--- src/rtl/pipe_stage_reg.sv ---
// -----------------------------------------------------------------------------
// pipe_stage_reg
//
// Purpose:
//   Reusable elastic pipeline stage register (IF/ID, ID/EX, EX/MEM, MEM/WB).
//   Carries a data payload plus a control field that is forced to zero when
//   the stage holds no valid entry, so downstream never sees write enables
//   from a bubble. Supports valid/ready handshake and synchronous flush.
//
// Optional feature macro:
//   PIPE_STAGE_SKID_EN
//     defined   : 2-entry skid buffer, in_ready is decoded from the state
//                 register only (no combinational ready path), occupancy 0..2.
//     undefined : single register, in_ready = out_ready || !out_valid,
//                 occupancy 0..1, no skid registers.
//
// Handshake:
//   An entry moves on a rising edge where valid && ready are both high on the
//   same side (in_valid/in_ready upstream, out_valid/out_ready downstream).
//   valid must not depend on ready.
//
// Ports:
//   clk        in   clock, all state updates on rising edge
//   rst        in   synchronous active-high reset, highest priority
//   flush      in   synchronous kill of all held entries
//   in_valid   in   upstream presents an entry
//   in_ready   out  stage can accept an entry
//   in_data    in   upstream payload  [DATA_W]
//   in_ctrl    in   upstream control  [CTRL_W]
//   out_valid  out  head entry present
//   out_ready  in   downstream accepts head entry
//   out_data   out  payload of head entry [DATA_W]
//   out_ctrl   out  control of head entry, 0 when out_valid=0 [CTRL_W]
//   occupancy  out  entries held; equals the FSM state encoding, so it also
//                   serves as the state debug view
// -----------------------------------------------------------------------------
module pipe_stage_reg #(
    parameter int                DATA_W   = 32,
    parameter int                CTRL_W   = 7,
    parameter logic [DATA_W-1:0] DATA_RST = '0
) (
    input  logic              clk,
    input  logic              rst,
    input  logic              flush,
    input  logic              in_valid,
    output logic              in_ready,
    input  logic [DATA_W-1:0] in_data,
    input  logic [CTRL_W-1:0] in_ctrl,
    output logic              out_valid,
    input  logic              out_ready,
    output logic [DATA_W-1:0] out_data,
    output logic [CTRL_W-1:0] out_ctrl,
    output logic [1:0]        occupancy
);

    // Encoding chosen so the state value is the entry count.
    typedef enum logic [1:0] {
        ST_EMPTY = 2'd0,
        ST_FULL  = 2'd1,
        ST_SKID  = 2'd2
    } state_t;

    state_t            r_state;
    state_t            w_state_nxt;
    logic [DATA_W-1:0] r_data;
    logic [CTRL_W-1:0] r_ctrl;
    logic [DATA_W-1:0] w_data_nxt;
    logic [CTRL_W-1:0] w_ctrl_nxt;
    logic              w_load_main;
    logic              w_out_valid;
    logic              w_in_ready;
    logic              w_in_fire;
    logic              w_out_fire;

`ifdef PIPE_STAGE_SKID_EN
    logic [DATA_W-1:0] r_skid_data;
    logic [CTRL_W-1:0] r_skid_ctrl;
    logic              w_load_skid;

    // Ready is a pure decode of the state register: stall chains stay registered.
    assign w_in_ready = (r_state != ST_SKID);
`else
    assign w_in_ready = out_ready || !w_out_valid;
`endif

    assign w_out_valid = (r_state != ST_EMPTY);
    assign w_in_fire   = in_valid && w_in_ready;
    assign w_out_fire  = w_out_valid && out_ready;

    // Next-state and main-register load selection.
    always_comb begin
        w_state_nxt = r_state;
        w_load_main = 1'b0;
        w_data_nxt  = in_data;
        w_ctrl_nxt  = in_ctrl;
`ifdef PIPE_STAGE_SKID_EN
        w_load_skid = 1'b0;
`endif
        case (r_state)
            ST_EMPTY: begin
                if (w_in_fire) begin
                    w_state_nxt = ST_FULL;
                    w_load_main = 1'b1;
                end
            end
            ST_FULL: begin
                if (w_in_fire && w_out_fire) begin
                    w_load_main = 1'b1;
                end
`ifdef PIPE_STAGE_SKID_EN
                else if (w_in_fire) begin
                    // Downstream stalled: park the new entry, keep head stable.
                    w_state_nxt = ST_SKID;
                    w_load_skid = 1'b1;
                end
`endif
                else if (w_out_fire) begin
                    w_state_nxt = ST_EMPTY;
                end
            end
`ifdef PIPE_STAGE_SKID_EN
            ST_SKID: begin
                if (w_out_fire) begin
                    w_state_nxt = ST_FULL;
                    w_load_main = 1'b1;
                    w_data_nxt  = r_skid_data;
                    w_ctrl_nxt  = r_skid_ctrl;
                end
            end
`endif
            default: begin
                w_state_nxt = ST_EMPTY;
            end
        endcase
    end

    // rst and flush produce the identical cleared state; any concurrent
    // input fire is discarded.
    always_ff @(posedge clk) begin
        if (rst || flush) begin
            r_state <= ST_EMPTY;
            r_data  <= DATA_RST;
            r_ctrl  <= '0;
        end else begin
            r_state <= w_state_nxt;
            if (w_load_main) begin
                r_data <= w_data_nxt;
                r_ctrl <= w_ctrl_nxt;
            end
        end
    end

`ifdef PIPE_STAGE_SKID_EN
    always_ff @(posedge clk) begin
        if (rst || flush) begin
            r_skid_data <= DATA_RST;
            r_skid_ctrl <= '0;
        end else if (w_load_skid) begin
            r_skid_data <= in_data;
            r_skid_ctrl <= in_ctrl;
        end
    end
`endif

    assign in_ready  = w_in_ready;
    assign out_valid = w_out_valid;
    assign out_data  = r_data;
    assign out_ctrl  = w_out_valid ? r_ctrl : '0;
    assign occupancy = r_state;

endmodule

--- config.mk ---
export PLATFORM = sky130hd
export DESIGN_NAME = pipe_stage_reg
export DESIGN_NICKNAME = d
export VERILOG_FILES = /design/src/rtl/pipe_stage_reg.sv
export SDC_FILE = /design/constraint.sdc
export NUM_CORES = 1
export LEC_CHECK = 0
export CORE_UTILIZATION = 24
export CTS_CLUSTER_DIAMETER = 150
export DETAILED_ROUTE_END_ITERATION = 8
export GPL_TIMING_DRIVEN = 1
export MAX_ROUTING_LAYER = met4
export PLACE_DENSITY = 0.5
export SYNTH_ARGS = -nofsm -noshare
export SYNTH_HDL_FRONTEND = slang
export SYNTH_SLANG_ARGS = --single-unit
export TNS_END_PERCENT = 20
--- constraint.sdc ---
create_clock -name clk -period 1.9 [get_ports clk]
set_input_delay 0.38 -clock clk [delete_from_list [all_inputs] [get_ports clk]]
set_output_delay 0.38 -clock clk [all_outputs]
set_load 0.05 [all_outputs]
==> results of run 1 <==
[flip-flops by register name, summed over array words and instances (netlist names)]
register,flops
occupancy,1
out_data,32
r_ctrl,7
[routing by layer]
layer / vias to the layer above / part of all wire / wire (um)
met1: 726 / 0.47 / 2155
met2: 61 / 0.45 / 2057
li1: 824 / - / -
met4: 0 / 0.011 / 49
met3: 6 / 0.073 / 338
met5: - / 0 / 0
[power by group]
part	internal [mW]	switching [mW]	leakage, nW
registers	0.867	0.0165	0.326
logic	0.151	0.196	0.549
clock network	0.290	0.295	0.0510
total	1.31	0.507	0.926
[layout by cell type (no fill, tap or decap)]
| master | count |
|---|---|
| clkbuf_8 | 6 |
| clkdlybuf4s50_1 | 73 |
| and2_4 | 1 |
| buf_12 | 9 |
| nor2_4 | 1 |
| nand4_1 | 39 |
| nand2_1 | 39 |
| conb_1 | 1 |
| clkinv_2 | 2 |
| inv_1 | 1 |
| nand2b_2 | 1 |
| dfxtp_1 | 40 |
| a21boi_0 | 1 |
| and2_1 | 7 |
| o21ai_2 | 10 |
| o21ai_0 | 29 |
| buf_4 | 8 |
[path summary, 6_finish.rpt]
kind,start,to,slack (ns),cells past startpoint
max,out_data[7],out_data[7],0.06,1
min reg2reg,r_ctrl[4],r_ctrl[4],0.45,2
max reg2reg,occupancy[0],out_data[19],0.52,3
min,r_ctrl[4],r_ctrl[4],0.45,2
[worst min-delay path: stages, from the launching register on]
cell and delay [ns]:
dfxtp_1 0.31, nand2_1 0.04, o21ai_0 0.06
[area by class of cell]
class                           count  area (um2)
Multi-Input combinational cell    129       706.9
Clock buffer                        6       82.58
Inverter                            1       3.754
Fill cell                         667        3751
Tap cell                           77       96.34
Timing Repair Buffer               90       970.9
Clock inverter                      2       10.01
Sequential cell                    40       800.8
[stage by stage]
stage	area [um2]	std cells	hold WS, ns
after global placement	2579	337	0.4399
after CTS	2671	345	0.4579
after floorplan	1620	193	0.4314
after detailed placement	2579	337	0.4472
final	2671	345	0.4523
after global routing	2671	345	0.4803
[kinds of logic (layout without fill, tap and decap cells)]
logic type	Yosys count	count (layout)
AND/OR/NAND/NOR	88	88
AO/OA/AOI/OAI	40	40
buffers and inverters	24	99
other	1	1
flip-flops	40	40
==> flow_summary.toml, run 1 <==
[outcome]
status = "finished with violations"
violations = "design-rule violations"

[floorplanning]
die_h_um = 84.17
die-area_um2 = 7084
start_util = 0.2523
boundaryPins = 87
row_count = 29
chipWidth_um = 84.17
core-area_um2 = 6422

[yosys]
synth_top_area_frac = 0.4942
synth.area.top_cells = "dfxtp_1 49%, nand4_1 15%, nand2_1 9.0%"
seq_area_frac_synth = 0.4942
synth_edf_count = 0
synth_top_family_by_area = "simple AND/OR/NAND/NOR gates"
synth.top_cells.by_count = "40 x dfxtp_1, 39 x nand2_1, 39 x nand4_1, 29 x o21ai_0, 13 x clkbuf_1"
synth_xor_area_frac = 0
ys_warn_count = 0
synth-compound-area-share = 0.1483
synthArstFlopShare = 0
synth.avg_cell_area_um2 = 8.395
synthSimpleGateAreaFrac = 0.2811
synth.area.mux_share = 0
yosysTopAreaCell = "dfxtp_1"
synth.most_common_cell = "dfxtp_1"
syn_nets = 237
yosysUniqueCellTypes = 18
synthesis.instances = 193
synthAdderAreaFrac = 0
ys_seq_elements = 40
synth_area_um2 = 1620
synth_ff_type = "dfxtp_1"

[setup_path]
path_cells = "clkdlybuf4s50_1"
cp_num_buf_inv = 1
crit_type = "flip-flop to output port"
crit_family = "buffers and inverters"
critPathSlowestCell = "clkdlybuf4s50_1"
worstPathRequired_ns = 1.52
cp_max_fo = 2
end_kind = "output port"
start_kind = "flip-flop"
slowest_delay_ns = 0.81
arrival_ns = 1.46

[sta]
min_period_over_period = 0.9702
hold_viol = 0
period_minus_slack_ns = 1.843
tightest_slew_ns = 0.5106
final_max_slew_viol_count = 0
fin_skew_ns = 0.007280
finalSetupViolations = 0
finalWorstSetupSlack_ns = 0.05670
rsz0062_at_grt = "false"
fin_tns_setup_ns = 0
slew_headroom = 0.6586
fmax_mhz = 542.5

[global_route]
antenna_found_initial = 0
grt_use_met2 = 0.2094
track_usage = 0.1346
grt_max_degree = 80
grtUsageMet3 = 0.03933
grt_pass1_wl_um = 7279
gr-max-usage-layer = "met2"
overflow = 0
use_met1 = 0.1682
grt_pass1_vias = 1440

[detailed_routing]
wl_per_cell_um = 13.33
viasPerCell = 4.687
postRouteAntennaNets = 0
vias = 1617
first_pass_iters = 6
drc = 12
drt_iter0_markers = 75
drt_wl_total_um = 4600

[finish]
post-route-util = 0.4159
final_nets = 311
drive_above_1_share = 0.1418
area_growth_pct = 64.86
n_antenna_cell = 0

[clock_network]
cts_tree = "built"
cts_setup_buffers = 0
cts_buffer_depth = 2
clock_latency_ns = 0.29
clock-root-buffer = "clkbuf_8"
clk_transition_reported_paths_ns = 0.08
ctsHoldBuffers = 0
ctsResizeCount = 0
htreeDepth = 2
numCtsBuffers = 5
numClockSinks = 40

[power_and_ir_drop]
ir_worst_vdd_v = 0.0002221
powerDensity_nw_per_um2 = 679.2
total_power_mw = 1.814
leakage_nw = 0.9263

[place]
gp_congestion = 0.6437
dp_slack_ns = 0.07538
portBuffers = 85
dp_hpwl_um = 2896

[hold_path]
hold_class = "flip-flop to flip-flop"

[run]
maxCapViolCount = 0
(Power assumes the default switching activity.)
==> run 2, diff against run 1 <==
--- a/config.mk
+++ b/config.mk
@@ -5,12 +5,12 @@
 export SDC_FILE = /design/constraint.sdc
 export NUM_CORES = 1
 export LEC_CHECK = 0
-export CORE_UTILIZATION = 24
+export CORE_UTILIZATION = 40
 export CTS_CLUSTER_DIAMETER = 150
 export DETAILED_ROUTE_END_ITERATION = 8
 export GPL_TIMING_DRIVEN = 1
 export MAX_ROUTING_LAYER = met4
-export PLACE_DENSITY = 0.5
+export PLACE_DENSITY = 0.78
 export SYNTH_ARGS = -nofsm -noshare
 export SYNTH_HDL_FRONTEND = slang
 export SYNTH_SLANG_ARGS = --single-unit
==> flow_summary.toml, run 2 (synthesis results as in run 1) <==
[outcome]
status = "finished clean"

[run]
maxCapViolCount = 0

[place]
dp_hpwl_um = 2735
dp_slack_ns = 0.1385
placed_cells_incl_taps = 310
portBuffers = 85
gp_congestion = 0.7779

[hold_path]
hold_path.startpoint = "out_data[25]"
worst_hold_path.endpoint = "out_data[25]"
min_path_cells = 2
hold_class = "flip-flop to flip-flop"

[finish]
largest_reg_flops = 32
drive_above_1_share = 0.1333
final_common_cell = "clkdlybuf4s50_1"
n_antenna_cell = 0
fin_cells = 318
final_cell_mix = "75 x clkdlybuf4s50_1, 40 x dfxtp_1, 39 x nand2_1, 39 x nand4_1, 29 x o21ai_0"
area_growth_pct = 63.78
final_nets = 313

[clock_network]
clock-root-buffer = "clkbuf_8"
cts_tree = "built"
numCtsBuffers = 5
numClockSinks = 40
ctsHoldBuffers = 0
ctsResizeCount = 0
cts_setup_buffers = 0
clk_transition_reported_paths_ns = 0.08
clock_latency_ns = 0.29
htreeDepth = 2
cts_buffer_depth = 2

[floorplanning]
die-area_um2 = 4309
chipWidth_um = 65.65
boundaryPins = 87
die_h_um = 65.65
core-area_um2 = 3771
start_util = 0.4297
row_count = 22

[sta]
tightest_slew_ns = 0.5163
period_minus_slack_ns = 1.830
final_max_slew_viol_count = 0
rsz0062_at_grt = "false"
fmax_mhz = 546.3
finalWorstSetupSlack_ns = 0.06963
finalSetupViolations = 0
hold_viol = 0
fin_tns_setup_ns = 0
fin_skew_ns = 0.006461
slew_headroom = 0.6547
min_period_over_period = 0.9634

[detailed_routing]
postRouteAntennaNets = 0
wl_per_cell_um = 12.90
viasPerCell = 5.126
first_pass_iters = 4
vias = 1630
drc = 0
drt_wl_total_um = 4101
drt_iter0_markers = 129

[setup_path]
crit_type = "flip-flop to output port"
r2r_slack_ns = 0.55
cp_max_fo = 2
crit_start = "out_data[9]"
critPathSlowestCell = "clkdlybuf4s50_1"
path_cells = "clkdlybuf4s50_1"
worstPathRequired_ns = 1.52
cp_num_buf_inv = 1
reg2reg_to = "r_ctrl[5]"
end_kind = "output port"
slowest_delay_ns = 0.81
start_kind = "flip-flop"
r2r_start = "occupancy[0]"
r2r_cells = 5
crit_family = "buffers and inverters"
arrival_ns = 1.45
cp_num_cells = 1

[global_route]
grt_pass1_vias = 1514
grt_pass1_wl_um = 6748
antenna_found_initial = 0
overflow = 0
track_usage = 0.2090
grt_max_degree = 80

[power_and_ir_drop]
intPower_mw = 1.314
switching_share = 0.2729
p_clk_frac = 0.320
leakage_nw = 0.9239
p_sw_uw = 493.1
pwr-share-comb = 0.192
power_frac_seq = 0.488
ir_worst_vdd_v = 0.0006333
powerDensity_nw_per_um2 = 681.0
-- run 2: cell count changes in the layout (fill, tap and decap cells not counted) --
cell | previous run | this run
clkinvlp_4 | 0 | 1
clkbuf_1 | 0 | 1
nand2b_2 | 1 | 0
nand2b_1 | 0 | 1
clkdlybuf4s50_1 | 73 | 75
clkinv_2 | 2 | 0
-- run 2: layout make-up --
| class | instances | area [um2] |
|---|---|---|
| Tap cell | 48 | 60.06 |
| Sequential cell | 40 | 800.8 |
| Multi-Input combinational cell | 129 | 704.4 |
| Fill cell | 317 | 1117 |
| Inverter | 1 | 3.754 |
| Timing Repair Buffer | 92 | 991.0 |
| Clock buffer | 7 | 86.33 |
| Clock inverter | 1 | 7.507 |
-- run 2: worst max-delay path by stage --
stage / to / slack [ns]
after floorplan: in_ready / 0.11
after global placement: out_data[4] / 0.19
after detailed placement: r_ctrl[3] / 0.14
after CTS: out_data[11] / 0.06
after global routing: out_data[2] / 0.01
final: out_data[9] / 0.07
-- run 2: routing by layer --
layer  track usage  routed length (um)  share of wire
met5             -                   0              0
met4       0.05707                  21         0.0051
met3       0.06771                 249          0.061
met2        0.3508                1887           0.46
met1        0.2373                1943           0.47
-- run 2: power by group through the flow --
stage | clock network (mW) | registers, mW | logic [mW]
after floorplan | 0 | 0.982 | 0.106
after global placement | 0 | 0.901 | 0.345
after detailed placement | 0 | 0.902 | 0.347
after CTS | 0.594 | 0.883 | 0.349
after global routing | 0.631 | 0.886 | 0.368
final | 0.577 | 0.883 | 0.347
-- run 2: per-stage QoR --
step | total power [mW] | utilization | hold WS (ns) | area [um2]
after floorplan | 1.088 | - | 0.4314 | 1620
after global placement | 1.246 | 0.6788 | 0.4386 | 2560
after detailed placement | 1.249 | 0.6788 | 0.4488 | 2560
after CTS | 1.825 | 0.7037 | 0.4583 | 2654
after global routing | 1.885 | 0.7037 | 0.4776 | 2654
final | 1.807 | 0.7037 | 0.4555 | 2654
==> run 3, diff against run 2 <==
--- a/config.mk
+++ b/config.mk
@@ -5,12 +5,12 @@
 export SDC_FILE = /design/constraint.sdc
 export NUM_CORES = 1
 export LEC_CHECK = 0
-export CORE_UTILIZATION = 40
+export CORE_UTILIZATION = 41
 export CTS_CLUSTER_DIAMETER = 150
 export DETAILED_ROUTE_END_ITERATION = 8
 export GPL_TIMING_DRIVEN = 1
 export MAX_ROUTING_LAYER = met4
-export PLACE_DENSITY = 0.78
+export PLACE_DENSITY = 0.8
 export SYNTH_ARGS = -nofsm -noshare
 export SYNTH_HDL_FRONTEND = slang
 export SYNTH_SLANG_ARGS = --single-unit
==> flow_summary.toml, run 3 (synthesis results as in run 1) <==
[global_route]
grtUsageMet3 = 0.03697
antenna_found_initial = 0
use_met1 = 0.2612
overflow = 0
grt_pass1_vias = 1467
track_usage = 0.2065
gr-max-usage-layer = "met2"
grt_use_met2 = 0.3346
grt_pass1_wl_um = 6644
grt_max_degree = 60

[setup_path]
slowest_delay_ns = 0.81
cp_num_cells = 1
cp_num_buf_inv = 1
cp_max_fo = 2
crit_start = "out_data[1]"
end_kind = "output port"
setup.worst_path.end = "out_data[1]"
crit_type = "flip-flop to output port"
r2r_cells = 5
worstPathRequired_ns = 1.52
path_cells = "clkdlybuf4s50_1"
start_kind = "flip-flop"
crit_family = "buffers and inverters"
reg2reg_to = "out_data[31]"
critPathSlowestCell = "clkdlybuf4s50_1"
r2r_start = "occupancy[0]"
r2r_slack_ns = 0.58
arrival_ns = 1.45

[sta]
slew_headroom = 0.6628
fin_tns_setup_ns = 0
min_period_over_period = 0.9655
hold_viol = 0
final_max_slew_viol_count = 0
period_minus_slack_ns = 1.835
tightest_slew_ns = 0.5042
fin_skew_ns = 0.004268
hold_ws_ns = 0.4523
finalSetupViolations = 0
rsz0062_at_grt = "false"
fmax_mhz = 545.1

[clock_network]
cts_tree = "built"
cts_setup_buffers = 0
clk_transition_reported_paths_ns = 0.08
htreeDepth = 2
ctsHoldBuffers = 0
ctsResizeCount = 0
numCtsBuffers = 5
numClockSinks = 40
cts_buffer_depth = 2
clock_latency_ns = 0.29
clock-root-buffer = "clkbuf_8"

[finish]
area_growth_pct = 63.24
n_antenna_cell = 0
nFillCells = 302
largest_reg_flops = 32
drive_above_1_share = 0.1333
final_nets = 314
final_cell_mix = "75 x clkdlybuf4s50_1, 40 x dfxtp_1, 39 x nand2_1, 39 x nand4_1, 29 x o21ai_0"
post-route-util = 0.7118
final_common_cell = "clkdlybuf4s50_1"
ff_latch_area_um2 = 800.8
multi_input_area_um2 = 704.4

[detailed_routing]
viasPerCell = 5.053
drt_iter0_markers = 125
postRouteAntennaNets = 0
drt_wl_total_um = 4034
vias = 1607
drc = 0
first_pass_iters = 4
wl_per_cell_um = 12.69

[run]
maxCapViolCount = 0

[floorplanning]
die_h_um = 64.87
start_util = 0.4360
chipWidth_um = 64.87
boundaryPins = 87
die-area_um2 = 4207
core-area_um2 = 3716
row_count = 22

[outcome]
status = "finished clean"

[power_and_ir_drop]
powerDensity_nw_per_um2 = 662.1
ir_worst_vdd_v = 0.0004733
leakage_nw = 0.9256

[place]
dp_hpwl_um = 2674
gp_congestion = 0.7514
portBuffers = 85

[hold_path]
hold_class = "flip-flop to flip-flop"
==> run 3: changes by cell type in the layout (fill, tap and decap cells not counted), sizes merged <==
cell and change:
clkbuf -1, clkinv +1, buf +1, clkinvlp -1
==> run 3: layout make-up <==
| cell class | instances | share of cell area |
|---|---|---|
| Clock buffer | 6 | 0.02744 |
| Clock inverter | 1 | 0.001892 |
| Inverter | 1 | 0.001419 |
| Multi-Input combinational cell | 129 | 0.2663 |
| Sequential cell | 40 | 0.3027 |
| Tap cell | 48 | 0.02271 |
| Timing Repair Buffer | 93 | 0.3775 |
==> run 3: worst min path at each step <==
stage | slack (ns) | cells after the start | startpoint | to
global placement | 0.44 | 2 | r_ctrl[2] | r_ctrl[2]
detailed placement | 0.45 | 2 | r_ctrl[2] | r_ctrl[2]
global route | 0.47 | 2 | out_data[23] | out_data[23]
floorplan | 0.43 | 2 | r_ctrl[0] | r_ctrl[0]
finish | 0.45 | 2 | r_ctrl[4] | r_ctrl[4]
CTS | 0.46 | 2 | r_ctrl[2] | r_ctrl[2]
==> run 3: report_power, final <==
group	switching, mW	internal [mW]	total (mW)
clock network	0.272	0.250	0.521
logic	0.193	0.154	0.347
registers	0.0160	0.867	0.883
total	0.481	1.27	1.75
==> run 3: routing by layer <==
layer	share of wire	vias to the layer above	wire length, um
li1	-	829	-
met2	0.44	52	1787
met3	0.052	4	208
met4	0.0094	0	38
met1	0.50	722	2000
met5	0	-	0
==> run 3: metrics by stage <==
| step | power, mW | setup WS [ns] | instance area, um2 | cells |
|---|---|---|---|---|
| after CTS | 1.764 | 0.06756 | 2645 | 318 |
| after global routing | 1.824 | 0.03942 | 2645 | 318 |
| after global placement | 1.247 | 0.2346 | 2567 | 311 |
| after floorplan | 1.088 | 0.1087 | 1620 | 193 |
| after detailed placement | 1.249 | 0.2200 | 2567 | 311 |
| final | 1.751 | 0.06548 | 2645 | 318 |
